[src/rtl/fetch_pkg.sv]
// Shared types for the instruction-fetch stage: FSM state encoding, default
// widths, and the {pc, instr} prefetch-entry layout.
package fetch_pkg;

  typedef enum logic [1:0] {
    ST_IDLE = 2'd0,
    ST_REQ  = 2'd1,
    ST_WAIT = 2'd2,
    ST_DROP = 2'd3
  } fetch_state_t;

  localparam int DEF_ADDR_W  = 16;
  localparam int DEF_INSTR_W = 16;
  localparam int INSTR_BYTES = DEF_INSTR_W / 8;

  // Entry layout held in the prefetch FIFO: pc in the upper bits, instr below.
  typedef struct packed {
    logic [DEF_ADDR_W-1:0]  pc;
    logic [DEF_INSTR_W-1:0] instr;
  } fetch_entry_t;

  function automatic int instr_bytes(input int instr_w);
    return instr_w / 8;
  endfunction

endpackage

[src/rtl/sync_fifo.sv]
// Single-clock FIFO with synchronous flush; head is visible on dout while valid.
module sync_fifo #(
  parameter int WIDTH = 32,
  parameter int DEPTH = 4
) (
  input  logic                     clk,
  input  logic                     rst,
  input  logic                     push,
  input  logic                     pop,
  input  logic                     flush,
  input  logic [WIDTH-1:0]         din,
  output logic [WIDTH-1:0]         dout,
  output logic                     valid,
  output logic [$clog2(DEPTH):0]   count
);

  localparam int AW = $clog2(DEPTH);

  logic [WIDTH-1:0] mem [DEPTH];
  logic [AW:0]      wr_ptr;
  logic [AW:0]      rd_ptr;
  logic             do_push;
  logic             do_pop;

  assign count = wr_ptr - rd_ptr;
  assign valid = (count != '0);
  assign dout  = mem[rd_ptr[AW-1:0]];

  // Flush beats both push and pop; a pop on empty is simply ignored.
  always_comb begin
    do_push = push && !flush && (count != (AW+1)'(DEPTH));
    do_pop  = pop && !flush && valid;
  end

  always_ff @(posedge clk) begin
    if (rst || flush) begin
      wr_ptr <= '0;
      rd_ptr <= '0;
    end else begin
      if (do_push) wr_ptr <= wr_ptr + 1'b1;
      if (do_pop)  rd_ptr <= rd_ptr + 1'b1;
    end
  end

  always_ff @(posedge clk) begin
    if (do_push) mem[wr_ptr[AW-1:0]] <= din;
  end

endmodule

[src/rtl/fetch_prefetch_unit.sv]
// Instruction-fetch stage: one outstanding read over req/gnt/rvalid, results
// buffered in a prefetch FIFO for decode, with redirect flush and halt.
module fetch_prefetch_unit
  import fetch_pkg::*;
#(
  parameter int               ADDR_W   = 16,
  parameter int               INSTR_W  = 16,
  parameter int               DEPTH    = 4,
  parameter logic [ADDR_W-1:0] RESET_PC = '0
) (
  input  logic                       clk,
  input  logic                       rst,
  input  logic                       halt_program,
  input  logic                       redirect,
  input  logic [ADDR_W-1:0]          redirect_pc,
  output logic                       mem_req,
  output logic [ADDR_W-1:0]          mem_addr,
  input  logic                       mem_gnt,
  input  logic                       mem_rvalid,
  input  logic [INSTR_W-1:0]         mem_rdata,
  output logic                       if_valid,
  output logic [INSTR_W-1:0]         if_instr,
  output logic [ADDR_W-1:0]          if_pc,
  input  logic                       if_ready,
  output logic [$clog2(DEPTH):0]     fifo_count,
  output fetch_state_t               state
);

  localparam int CNT_W = $clog2(DEPTH) + 1;
  localparam logic [ADDR_W-1:0] PC_STEP = ADDR_W'(instr_bytes(INSTR_W));
  localparam logic [CNT_W-1:0]  FULL_CNT = CNT_W'(DEPTH);

  logic [ADDR_W-1:0]         fetch_pc;
  logic                      push;
  logic [ADDR_W+INSTR_W-1:0] fifo_din;
  logic [ADDR_W+INSTR_W-1:0] fifo_dout;

  always_comb begin
    push     = (state == ST_WAIT) && mem_rvalid && !redirect;
    fifo_din = {fetch_pc, mem_rdata};
  end

  assign mem_addr = fetch_pc;
  assign if_instr = fifo_dout[INSTR_W-1:0];
  assign if_pc    = fifo_dout[ADDR_W+INSTR_W-1:INSTR_W];

  always_ff @(posedge clk) begin
    if (rst) begin
      state    <= ST_IDLE;
      fetch_pc <= RESET_PC;
      mem_req  <= 1'b0;
    end else if (redirect) begin
      fetch_pc <= redirect_pc;
      mem_req  <= 1'b0;
      case (state)
        ST_IDLE: state <= ST_IDLE;
        ST_REQ:  state <= mem_gnt ? ST_DROP : ST_IDLE;
        ST_WAIT: state <= mem_rvalid ? ST_IDLE : ST_DROP;
        // Stay in DROP until the stale response arrives; if it arrives now we are done.
        ST_DROP: state <= mem_rvalid ? ST_IDLE : ST_DROP;
        default: state <= ST_IDLE;
      endcase
    end else begin
      case (state)
        ST_IDLE: begin
          // Issue only with guaranteed room, so the eventual push never overflows.
          if (!halt_program && (fifo_count < FULL_CNT)) begin
            state   <= ST_REQ;
            mem_req <= 1'b1;
          end
        end
        ST_REQ: begin
          if (mem_gnt) begin
            state   <= ST_WAIT;
            mem_req <= 1'b0;
          end else if (halt_program) begin
            state   <= ST_IDLE;
            mem_req <= 1'b0;
          end
        end
        ST_WAIT: begin
          if (mem_rvalid) begin
            state    <= ST_IDLE;
            fetch_pc <= fetch_pc + PC_STEP;
          end
        end
        ST_DROP: begin
          if (mem_rvalid) state <= ST_IDLE;
        end
        default: begin
          state   <= ST_IDLE;
          mem_req <= 1'b0;
        end
      endcase
    end
  end

  sync_fifo #(
    .WIDTH (ADDR_W + INSTR_W),
    .DEPTH (DEPTH)
  ) u_fifo (
    .clk   (clk),
    .rst   (rst),
    .push  (push),
    .pop   (if_ready),
    .flush (redirect),
    .din   (fifo_din),
    .dout  (fifo_dout),
    .valid (if_valid),
    .count (fifo_count)
  );

endmodule
[config.mk]
export PLATFORM = sky130hd
export DESIGN_NAME = fetch_prefetch_unit
export DESIGN_NICKNAME = d
export VERILOG_FILES = /design/src/rtl/fetch_pkg.sv /design/src/rtl/sync_fifo.sv /design/src/rtl/fetch_prefetch_unit.sv
export SDC_FILE = /design/constraint.sdc
export NUM_CORES = 1
export LEC_CHECK = 0
export ABC_AREA = 1
export CAP_MARGIN = 5
export CORE_UTILIZATION = 54
export DETAILED_ROUTE_END_ITERATION = 8
export DONT_BUFFER_PORTS = 1
export MAX_ROUTING_LAYER = met4
export PLACE_DENSITY_LB_ADDON = 0.2
export SLEW_MARGIN = 20
export SYNTH_ARGS = -nofsm -noshare
export SYNTH_HDL_FRONTEND = slang
export SYNTH_SLANG_ARGS = --single-unit
[constraint.sdc]
create_clock -name clk -period 9 [get_ports clk]
set_clock_uncertainty 0.2 [all_clocks]
set_input_delay 0.9 -clock clk [delete_from_list [all_inputs] [get_ports clk]]
set_output_delay 0.9 -clock clk [all_outputs]
set_load 0.05 [all_outputs]
# Word level (Yosys, flattened, before mapping)
# Memory sizes are Yosys's and may differ from the RTL's. A register that Yosys moved wholly into a read port is not among the register bits.
# Index checks and enable logic that the tools add are counted.
dict set report word_totals {
  reg_bits 25
  ramBits 128
  input_bits 39
  output_inout_bits 55
  elab_cells 60
  n_memories 1
}
dict set report classes {
  add_sub_neg 4
  order_cmp 1
  eq_ne 9
  muxes 20
  reduce_logical 20
}
# name depth width rd rd_clocked_by_memory_dff write_ports line_no
set mem_list {}
lappend mem_list {u_fifo.mem 4 32 1 1 1 sync_fifo.sv:19} ;# logic [WIDTH-1:0] mem [DEPTH];
# operator n
set op_table {}
lappend op_table {{$mux 16} 3}
lappend op_table {{$mux 2} 9}
lappend op_table {{$add 16x2->16 const B} 1}
lappend op_table {{$pmux 2 s3} 2}
lappend op_table {{$ne 3x3->1 const B} 3}
lappend op_table {{$logic_and 1x1->1} 7}
lappend op_table {{$add 3x1->3 const B} 2}
lappend op_table {{$reduce_and 3->1} 2}
lappend op_table {{$reduce_bool 2->1} 3}
lappend op_table {{$mux 1} 5}
lappend op_table {{$eq 2x2->1 const B} 2}
lappend op_table {{$ne 4x4->1 const B} 1}
lappend op_table {{$reduce_or 2->1} 2}
lappend op_table {{$lt 3x3->1 const B} 1}
lappend op_table {{$ne 3x1->1 const B} 1}
lappend op_table {{$reduce_bool 3->1} 1}
lappend op_table {{$sub 3x3->3} 1}
lappend op_table {{$eq 2x1->1 const B} 1}
lappend op_table {{$logic_not 1->1} 2}
lappend op_table {{$logic_not 2->1} 1}
lappend op_table {{$ne 2x2->1 const B} 1}
lappend op_table {{$pmux 1 s2} 1}
lappend op_table {{$reduce_and 2->1} 1}
lappend op_table {{$logic_or 1x1->1} 1}

# Depth between registers and ports, before layout
dict set report depth {
  ltp_word 7
  ltp_mapped 12
  depth_no_buf 12
}

# Modules after synthesis
# Synthesis repeated with hierarchy kept, for this count alone.
dict set report unflattened {
  hier_cells 583
  area_unflattened_um2 6483.7
}
# mod n_inst cells_each area_per_inst_um2 seq_area_each_um2
set by_module_without_submodules {}
lappend by_module_without_submodules {sync_fifo 1 389 5248.8 4003.8}
lappend by_module_without_submodules {fetch_prefetch_unit 1 194 1234.9 380.4}

# Worst setup path before layout
# OpenSTA, ideal clock, no wires.
dict set report synth_path {
  kind {flip-flop to flip-flop}
  start {register u_fifo.wr_ptr[0]}
  end {memory u_fifo.mem[0][0] (enable)}
  setup_time_ns 0.421
  arrival_ns 2.908
  required_ns 8.379
  setup_slack_ns 5.471
  path_stages_with_launch 9
  n_path_buf 0
  synth_period_minus_slack_ns 3.529
  path_cell_list {dfxtp_1 -> inv_1 -> ha_1 -> fa_1 -> nand3_2 -> nand2_2 -> nand2_2 -> nand2_4 -> nor2_1}
}
dict set report synth_between {
  elab_chain_len 5
}
# item line_no
set synth_rtl {}
lappend synth_rtl {{from (decl)} sync_fifo.sv:20} ;# logic [AW:0] wr_ptr;
lappend synth_rtl {{from (signal assigned)} sync_fifo.sv:40} ;# if (do_push) wr_ptr <= wr_ptr + 1'b1;
lappend synth_rtl {{$sub 3x3->3} sync_fifo.sv:25} ;# assign count = wr_ptr - rd_ptr;
lappend synth_rtl {{via fifo_count[2]} fetch_prefetch_unit.sv:25} ;# output logic [$clog2(DEPTH):0] fifo_count,
lappend synth_rtl {{$ne 3x3->1} sync_fifo.sv:31} ;# do_push = push && !flush && (count != (AW+1)'(DEPTH));
lappend synth_rtl {{$logic_and 1x1->1} sync_fifo.sv:31}
lappend synth_rtl {{$mux 1} sync_fifo.sv:46} ;# if (do_push) mem[wr_ptr[AW-1:0]] <= din;
lappend synth_rtl {{$mux 1 (not written as such)} sync_fifo.sv:46}
lappend synth_rtl {{to (decl)} sync_fifo.sv:19}
# The timed path passes the listed nets, and every way through them passes these cells.

==> impl_metrics.sql <==
INSERT INTO impl_metrics (metric_group, metric, value, unit) VALUES
('placed_design', 'placement.io_buffers', '0', ''),
('logic_synthesis', 'syn_inst', '559', ''),
('global_route', 'grt_met1_use', '0.267', ''),
('critical_path', 'timing.critical_path.fanout_max', '33', ''),
('critical_path', 'worstSetupPathType', 'flop to primary output', ''),
('logic_synthesis', 'postSynth.topFlopCell', 'sky130_fd_sc_hd__edfxtp_1', ''),
('cts', 'clock_transition_at_the_registers_of_the_reported_paths', '0.06', 'ns'),
('critical_path', 'timing.critical_path.required', '7.90', 'ns'),
('cts', 'tritoncts_sink_count', '155', ''),
('global_route', 'groute.layer.met2.usage', '0.385', ''),
('cts', 'cts_made_buffers', '17', ''),
('logic_synthesis', 'synth.net_count', '606', ''),
('placed_design', 'hpwl', '7.78', 'mm'),
('status', 'outcome', 'complete, no violations', ''),
('placed_design', 'dpl_cell_area', '0.00653', 'mm2'),
('layout', 'inserted_diodes', '0', ''),
('cts', 'htree_depth', '4', ''),
('logic_synthesis', 'avgSynthCellArea', '11.5', 'um2'),
('worst_hold_path', 'min-delay-start', 'u_fifo.wr_ptr[2]', ''),
('logic_synthesis', 'synth_warnings', '0', ''),
('sta', 'fin_setup_tns', '0', 'ns'),
('sta', 'hold_slack', '0.323', 'ns'),
('routing', 'drt_iter0_markers', '291', ''),
('global_route', 'grt_pass1_wl', '21.3', 'mm'),
('cts', 'cts_tree', 'done', ''),
('global_route', 'pin_count_of_the_biggest_net_entering_global_routing', '66', ''),
('global_route', 'grt_antenna_before_repair', '0', ''),
('sta', 'worst_slew_margin_rel', '0.215', ''),
('routing', 'wire_per_inst', '18.7', 'um'),
('layout', 'nNetsFinal', '605', ''),
('critical_path', 'startpoint_type_of_the_worst_setup_path', 'flop', ''),
('sta', 'report.final.setup_viol', '0', ''),
('sta', 'period_needed', '4.07', 'ns'),
('critical_path', 'worst_path_largest_cell_delay', '0.92', 'ns'),
('power_and_ir_drop', 'worst_ir_drop_vdd', '221', 'uV'),
('critical_path', 'cpLargestDelayFamily', 'compound AO/OA/AOI/OAI gates', ''),
('floorplan', 'core-area', '0.0115', 'mm2'),
('worst_hold_path', 'hold_class', 'flop to flop', ''),
('cts', 'clk_latency', '0.43', 'ns'),
('logic_synthesis', 'synth.ff_latch_count', '155', ''),
('layout', 'final_util', '0.631', ''),
('critical_path', 'cpMaxStageDelayCell', 'sky130_fd_sc_hd__o22ai_1', ''),
('routing', 'vias_per_cell', '5.90', ''),
('floorplan', 'effective_utilization_at_floorplan', '0.558', ''),
('power_and_ir_drop', 'total_power', '1.71', 'mW'),
('floorplan', 'die_area', '0.0123', 'mm2'),
('floorplan', 'chipWidth', '111', 'um'),
('critical_path', 'ordered_list_of_cells_on_the_worst_path', 'buf_4, inv_1, o21ai_0, o22ai_1', ''),
('sta', 'post-route-period-util', '0.452', ''),
('routing', 'detail_route.wirelength', '13.4', 'mm'),
('sta', 'unrepaired_setup_endpoints_after_global_routing', 'no', ''),
('power_and_ir_drop', 'power.density', '236', 'mW/mm2'),
('logic_synthesis', 'asyncSetResetFlopFracSynth', '0', ''),
('sta', 'report.final.hold_viol_count', '0', ''),
('routing', 'drcViolationCount', '0', ''),
('global_route', 'globalRouteTotalUtil', '0.237', ''),
('floorplan', 'io_pins', '94', ''),
('logic_synthesis', 'post_synth_instance_area', '0.00640', 'mm2'),
('cts', 'hold_fix_buffer_count_after_cts', '0', ''),
('global_route', 'grt_busiest_layer', 'met2', ''),
('sta', 'finalMaxSlewViolations', '0', ''),
('global_route', 'vias_in_the_first_global_route', '4282', ''),
('run', 'max_cap_violations', '0', ''),
('global_route', 'global_route.overflow_total', '0', ''),
('critical_path', 'path_buf_inv', '2', ''),
('placed_design', 'final_replace_weighted_congestion', '0.847', ''),
('cts', 'clk_root_buffer_cell', 'sky130_fd_sc_hd__clkbuf_16', ''),
('routing', 'route.vias.total', '4207', ''),
('sta', 'achievable-frequency', '246', 'MHz'),
('sta', 'worstMarginPinSlew', '1.19', 'ns'),
('logic_synthesis', 'netlist-cell-type-count', '36', '');
[state kept, by name (all words and copies together) (netlist names), named ones only]
| name | count |
|---|---|
| u_fifo.mem | 128 |
| mem_addr | 16 |
| u_fifo.rd_ptr | 3 |
| u_fifo.wr_ptr | 3 |
| state | 2 |
| mem_req | 1 |
[worst min-delay path, cell delays in order (launching register included)]
cell                      delay (ns)
sky130_fd_sc_hd__dfxtp_1        0.32
sky130_fd_sc_hd__nand2_1        0.06
sky130_fd_sc_hd__nand2_1        0.05
sky130_fd_sc_hd__nor2_2         0.06
[kinds of logic (layout without fill, tap and decap cells)]
kind of cell / Yosys count / after routing / share of synthesized area
xor gates and xnor gates: 6 / 6 / 0.00821
AOI/OAI and AO/OA: 136 / 136 / 0.115
buffers and inverters: 64 / 75 / 0.0406
adders and majority gates: 8 / 8 / 0.0168
DFF: 155 / 155 / 0.685
and+or+nand+nor: 190 / 190 / 0.134
[worst paths after layout]
kind                                          end  depth (start not counted)
worst max-delay path                  if_instr[2]                          4
worst min-delay path             u_fifo.wr_ptr[2]                          3
worst min register to register   u_fifo.wr_ptr[2]                          3
worst max register to register  u_fifo.mem[0][13]                          8
[Yosys cell counts (4+ instances only)]
cell	instances	area [um2]
sky130_fd_sc_hd__edfxtp_1	128	3840
sky130_fd_sc_hd__nor2_1	91	342
sky130_fd_sc_hd__o21ai_0	73	365
sky130_fd_sc_hd__nand2_1	57	214
sky130_fd_sc_hd__inv_1	33	124
sky130_fd_sc_hd__o22ai_1	33	206
sky130_fd_sc_hd__dfxtp_1	27	541
sky130_fd_sc_hd__a21oi_1	15	75.1
sky130_fd_sc_hd__clkbuf_1	14	52.6
sky130_fd_sc_hd__nand3_1	14	70.1
sky130_fd_sc_hd__buf_2	8	40.0
sky130_fd_sc_hd__ha_1	7	87.6
sky130_fd_sc_hd__inv_2	6	22.5
sky130_fd_sc_hd__nor2_2	6	37.5
sky130_fd_sc_hd__o21ai_1	6	30.0
sky130_fd_sc_hd__a31oi_1	5	31.3
sky130_fd_sc_hd__nand4_1	5	31.3
sky130_fd_sc_hd__xor2_1	5	43.8
sky130_fd_sc_hd__nand2_2	4	25.0
[area by class of cell]
class | instances | area (um2)
sequential | 155 | 4390
fill | 865 | 4240
multi-input combinational | 340 | 1790
clock buffer | 18 | 429
clock inverter | 13 | 246
tap | 143 | 179
inverter | 40 | 154
timing repair buffer | 4 | 42.5
[through the flow]
stage | setup WS (ns) | std cells
finish | 4.93 | 713
global route | 4.62 | 713
CTS | 4.65 | 712
detailed placement | 5.15 | 681
global placement | 5.16 | 681
floorplan | 5.47 | 559
[placed cells by master, fill, tap and decap left out, types with 2 or more instances in the layout]
master                         n
sky130_fd_sc_hd__xor2_1        5
sky130_fd_sc_hd__a31oi_1       5
sky130_fd_sc_hd__nand3_2       3
sky130_fd_sc_hd__edfxtp_1    128
sky130_fd_sc_hd__buf_4         3
sky130_fd_sc_hd__clkinv_1      2
sky130_fd_sc_hd__dfxtp_1      26
sky130_fd_sc_hd__nand2_1      57
sky130_fd_sc_hd__nand4_1       5
sky130_fd_sc_hd__nand2_4       3
sky130_fd_sc_hd__inv_1        33
sky130_fd_sc_hd__nor3_1        2
sky130_fd_sc_hd__clkinvlp_4    2
sky130_fd_sc_hd__nor2_4        5
sky130_fd_sc_hd__o22ai_1      32
sky130_fd_sc_hd__ha_1          7
sky130_fd_sc_hd__inv_2         5
sky130_fd_sc_hd__clkinv_2      2
sky130_fd_sc_hd__nand3_1      14
sky130_fd_sc_hd__o21ai_0      73
sky130_fd_sc_hd__a21oi_1      15
sky130_fd_sc_hd__clkbuf_16    17
sky130_fd_sc_hd__bufinv_16     7
sky130_fd_sc_hd__nand2_2       4
sky130_fd_sc_hd__o21ai_1       6
sky130_fd_sc_hd__nor2_2        5
sky130_fd_sc_hd__nor2_1       88
[routing by layer]
layer,wire length (um),vias up,part of all wire
li1,-,1977,-
met1,5490,2063,0.41
met2,6530,147,0.49
met3,1110,20,0.083
met4,221,0,0.017
met5,0,-,0
[where the power goes]
group | switching, mW | internal (mW)
Sequential | 0.0365 | 0.785
Clock | 0.264 | 0.544
Combinational | 0.0620 | 0.0178
Total | 0.363 | 1.35
Power figures use the tool's default switching activity.
